<file path="src/rtl/div_unit.sv">
// Radix-2 restoring divider for the EXE stage: DIV/DIVU/REM/REMU, one quotient bit per cycle.
// Divide-by-zero and signed overflow resolve in a single cycle.
module div_unit #(
    parameter int unsigned XLEN = 32
) (
    input  logic            clk,
    input  logic            reset,
    input  logic            divide_instruction,
    input  logic [2:0]      fun3,
    input  logic [XLEN-1:0] op_a,
    input  logic [XLEN-1:0] op_b,
    input  logic            flush,
    input  logic            hold,
    output logic            divide_stall,
    output logic [XLEN-1:0] div_result,
    output logic            div_valid,
    output logic            busy
);

    localparam int unsigned CntW = $clog2(XLEN);

    typedef enum logic [1:0] {StIdle, StBusy, StDone} state_e;

    state_e            state;
    logic [XLEN-1:0]   dvd;       // dividend shifts out as the quotient shifts in
    logic [XLEN-1:0]   dvs;
    logic [XLEN-1:0]   rem;
    logic [CntW-1:0]   counter;
    logic [2:0]        fun3_q;
    logic              sign_a;
    logic              sign_b;

    logic              is_signed;
    logic              a_neg;
    logic              b_neg;
    logic [XLEN-1:0]   abs_a;
    logic [XLEN-1:0]   abs_b;
    logic [XLEN-1:0]   min_int;
    logic              div_zero;
    logic              overflow;
    logic [XLEN-1:0]   special_res;
    logic [XLEN:0]     trial;
    logic              q_bit;
    logic [XLEN-1:0]   rem_next;
    logic [XLEN-1:0]   quo_next;
    logic              signed_q;
    logic [XLEN-1:0]   quo_fix;
    logic [XLEN-1:0]   rem_fix;
    logic [XLEN-1:0]   final_res;

    always_comb begin
        is_signed   = ~fun3[0];
        a_neg       = is_signed & op_a[XLEN-1];
        b_neg       = is_signed & op_b[XLEN-1];
        abs_a       = a_neg ? (~op_a + 1'b1) : op_a;
        abs_b       = b_neg ? (~op_b + 1'b1) : op_b;
        min_int     = {1'b1, {(XLEN-1){1'b0}}};
        div_zero    = (op_b == '0);
        overflow    = is_signed & (op_a == min_int) & (op_b == '1);
        if (fun3[1]) special_res = div_zero ? op_a : '0;
        else         special_res = div_zero ? '1 : min_int;

        // Full-width partial remainder keeps the MSB for large unsigned divisors.
        trial     = {rem, dvd[XLEN-1]} - {1'b0, dvs};
        q_bit     = ~trial[XLEN];
        rem_next  = q_bit ? trial[XLEN-1:0] : {rem[XLEN-2:0], dvd[XLEN-1]};
        quo_next  = {dvd[XLEN-2:0], q_bit};
        signed_q  = ~fun3_q[0];
        quo_fix   = (signed_q & (sign_a ^ sign_b)) ? (~quo_next + 1'b1) : quo_next;
        rem_fix   = (signed_q & sign_a) ? (~rem_next + 1'b1) : rem_next;
        final_res = fun3_q[1] ? rem_fix : quo_fix;
    end

    assign divide_stall = ~reset & divide_instruction & ~flush & (state != StDone);
    assign busy         = (state == StBusy);

    always_ff @(posedge clk) begin
        if (reset) begin
            state      <= StIdle;
            dvd        <= '0;
            dvs        <= '0;
            rem        <= '0;
            counter    <= '0;
            fun3_q     <= '0;
            sign_a     <= 1'b0;
            sign_b     <= 1'b0;
            div_result <= '0;
            div_valid  <= 1'b0;
        end else if (flush) begin
            state     <= StIdle;
            div_valid <= 1'b0;
        end else begin
            unique case (state)
                StIdle: begin
                    if (divide_instruction) begin
                        dvd    <= abs_a;
                        dvs    <= abs_b;
                        sign_a <= a_neg;
                        sign_b <= b_neg;
                        fun3_q <= fun3;
                        rem    <= '0;
                        if (div_zero || overflow) begin
                            div_result <= special_res;
                            div_valid  <= 1'b1;
                            state      <= StDone;
                        end else begin
                            counter <= CntW'(XLEN - 1);
                            state   <= StBusy;
                        end
                    end
                end
                StBusy: begin
                    if (!divide_instruction) begin
                        state <= StIdle;
                    end else begin
                        dvd     <= quo_next;
                        rem     <= rem_next;
                        counter <= counter - 1'b1;
                        if (counter == '0) begin
                            div_result <= final_res;
                            div_valid  <= 1'b1;
                            state      <= StDone;
                        end
                    end
                end
                StDone: begin
                    if (!hold) begin
                        state     <= StIdle;
                        div_valid <= 1'b0;
                    end
                end
                default: state <= StIdle;
            endcase
        end
    end

endmodule
</file>
<file path="config.mk">
export PLATFORM = sky130hd
export DESIGN_NAME = div_unit
export DESIGN_NICKNAME = d
export VERILOG_FILES = /design/src/rtl/div_unit.sv
export SDC_FILE = /design/constraint.sdc
export NUM_CORES = 1
export LEC_CHECK = 0
export ABC_AREA = 1
export ABC_CLOCK_PERIOD_IN_PS = 6900
export CAP_MARGIN = 20
export CORE_ASPECT_RATIO = 1.1
export CORE_MARGIN = 5
export CORE_UTILIZATION = 28
export DETAILED_ROUTE_END_ITERATION = 16
export MAX_ROUTING_LAYER = met4
export PLACE_DENSITY_LB_ADDON = 0.1
export SLEW_MARGIN = 25
export SYNTH_ARGS = -nofsm -noshare
export SYNTH_HDL_FRONTEND = slang
export SYNTH_SLANG_ARGS = --single-unit
</file>
<file path="constraint.sdc">
create_clock -name clk -period 6.9 [get_ports clk]
set_input_delay 0.69 -clock clk [delete_from_list [all_inputs] [get_ports clk]]
set_output_delay 0.69 -clock clk [all_outputs]
set_load 0.01 [all_outputs]
</file>
==> reports/metrics.cfg <==
[yosys]
synthTopCellsByArea = dfxtp_1, nand2_1, inv_1, a21oi_1, nor2_1
synth_top_area_frac = 0.217
synthArstFlopShare = 0
synth_commonest_cells = nand2_1, inv_1, nor2_1
syn_inst = 2250
ys_warn_count = 0
synth_top_area_cell = dfxtp_1
syn_nets = 2362
synth_seq_cells = 140
synth_area_mm2 = 0.0129
synth_area_per_cell_um2 = 5.75
ys.flop_type = dfxtp_1
synth_edf_count = 0
synth_most_common_cell = nand2_1
ys_seq_area_frac = 0.217
yosysUniqueCellTypes = 52

[hold_path]
min_path_cells = 1
hp-class = reg -> reg
holdCritStartpoint = counter[0]
holdPathEnd = counter[0]

[timing]
period_share = 0.755
relSlewSlack = 0.356
fmax_mhz = 192
hold_viol = 0
slew_violations = 0
fin_setup_tns_ps = 0
grt_setup_unrepaired = false
worst_pin_slew_ps = 958
min_period_ps = 5210
holdWs_ps = 460
skew_ps = 15.2
setup_violations = 0

[floorplan]
dieArea_mm2 = 0.0506
initial_core_util = 0.284
ios = 107
fp.dieH_um = 236
core-area_mm2 = 0.0457
rows = 82
fp.dieW_um = 215

[route]
detail-route-antenna-nets = 0
dr.pass1.iters = 5
dr.first_iter.drc_count = 850
vias = 14100
drcViolationCount = 0
routedWlPerCell_um = 17.2
viasPerCell = 4.87
drt_wl_total_mm = 50.0

[clocking]
cts_inserted_buffers = 17
clockBufferDepth = 2
post_cts.repair.setup_buffers = 0
cts.sink_count = 140
htree_levels = 4
clock_latency_ps = 460
cts_tree = yes
clk_pin_slew_ps = 60
root_buffer = clkbuf_16
cts_resized = 0
cts_hold_buf = 0

[global_routing]
gr-total-overflow = 0
use_met3 = 0.0238
grt_pass1_wl_mm = 77.9
grt_max_degree = 78
grt_busiest_layer = met2
grt_use_total = 0.200
grt_pass1_vias = 13600
antenna_found_initial = 0
gr-usage-met1 = 0.260
grtUsageMet2 = 0.332

[critical_path]
endpoint_kind = flip-flop
cp_top_family = simple AND/OR/NAND/NOR gates
critPathMaxStageDelay_ps = 430
regToRegEndpoint = div_result[30]
r2r_start = dvd[31]
path_class = reg -> reg
slowest_stage = nand2_4
worst-path-max-fanout = 41
cp.required_ps = 7200
start_kind = flip-flop
timing.critical_path.buf_inv = 3
cp.arrival_ps = 5510
path_common_cell = nand2_1
r2r_setup_slack_ps = 1690
rr_worst_depth = 32

[power_and_ir_drop]
vdd_drop_max_mv = 0.169
power_density_mw_per_mm2 = 170
p_leak_nw = 6.84

[cells_and_area]
fin_area_mm2 = 0.0150
fin_util = 0.329
nNetsFinal = 2412
diodes = 0
synthToLayoutAreaGrowth_pct = 16.0
layout.cells.non_filler = 2900
drive_gt1_frac = 0.0649

[placement]
placed_area_mm2 = 0.0144
gp_congestion = 0.906
numPlacedInstances = 2869
io_buffers = 105
dpl.hpwl_mm = 38.9

[flow_run]
maxCapViolCount = 0

[run_status]
outcome = finished clean

[per-layer routing]
metal  part of all wire  vias up
met1               0.47     6423
met4              0.019        0
met3              0.032       32
met5                  0        -
li1                   -     7404
met2               0.48      251
[worst register-to-register path, delay by kind of cell (launching register included)]
family	cells	cell delay (ps)
AOI/OAI and AO/OA	6	800
and+or+nand+nor	20	2670
DFF	1	310
adders and majority gates	3	970
buffers and inverters	3	310
[through the flow]
stage | total power, mW | setup slack, ps
floorplan | 1.36 | 2940
global placement | 1.60 | 1710
detailed placement | 1.60 | 1720
CTS | 2.58 | 1670
global route | 2.70 | 1060
finish | 2.55 | 1690
[placed cells by master (no fill, tap or decap), types with 7 or more instances in the layout]
cell type,instances
nand2_1,675
inv_1,272
nor2_1,215
a21oi_1,203
o21ai_0,149
nand3_1,144
dfxtp_1,140
clkdlybuf4s50_1,104
ha_1,39
nand2_2,33
xor2_1,33
nor3_1,29
xnor2_1,22
nand4_1,19
buf_4,18
a31oi_1,17
o221ai_1,17
clkbuf_16,17
o211ai_1,16
nor4_1,14
nor2_2,13
nand3b_1,13
o21ai_1,13
inv_2,9
nand3_2,8
nor2_4,7
a21oi_2,7
o21bai_1,7
[sequential cells by signal, indices dropped and copies added, names as in the netlist]
name / flops
div_result: 32
dvd: 32
dvs: 32
rem: 32
counter: 5
fun3_q: 2
state: 2
div_valid: 1
sign_a: 1
sign_b: 1
[where the power goes]
part / internal [mW] / leakage (nW) / total, mW / switching (mW)
clock network: 0.574 / 0.278 / 0.966 / 0.392
registers: 0.840 / 1.14 / 0.869 / 0.0288
logic: 0.235 / 5.42 / 0.714 / 0.479
total: 1.65 / 6.84 / 2.55 / 0.900
[cell type report]
| type | instances | area, µm² |
|---|---|---|
| Timing Repair Buffer | 122 | 1180 |
| Multi-Input combinational cell | 1735 | 8640 |
| Sequential cell | 140 | 2800 |
| Tap cell | 588 | 736 |
| Clock inverter | 11 | 144 |
| Clock buffer | 20 | 447 |
| Fill cell | 5139 | 30600 |
| Inverter | 284 | 1070 |
[worst max-delay path by stage]
stage | startpoint | cells after the start | end | slack, ps
after CTS | dvd[31] | 32 | div_result[30] | 1670
after floorplan | dvd[31] | 33 | div_result[30] | 2940
final | dvd[31] | 32 | div_result[30] | 1690
after global routing | dvd[31] | 32 | div_result[30] | 1060
after global placement | op_a[28] | 15 | div_result[12] | 1710
after detailed placement | dvd[31] | 32 | div_result[30] | 1720
[cell families (layout without fill, tap and decap cells)]
kind of cell / after synthesis / count (layout) / share of synthesized area
xor gates and xnor gates: 55 / 55 / 0.0372
and+or+nand+nor: 1194 / 1194 / 0.399
DFF: 140 / 140 / 0.217
buffers and inverters: 375 / 437 / 0.118
AOI/OAI and AO/OA: 446 / 446 / 0.190
adders and majority gates: 40 / 40 / 0.0392
No activity file was read; power rests on OpenSTA's default activity.
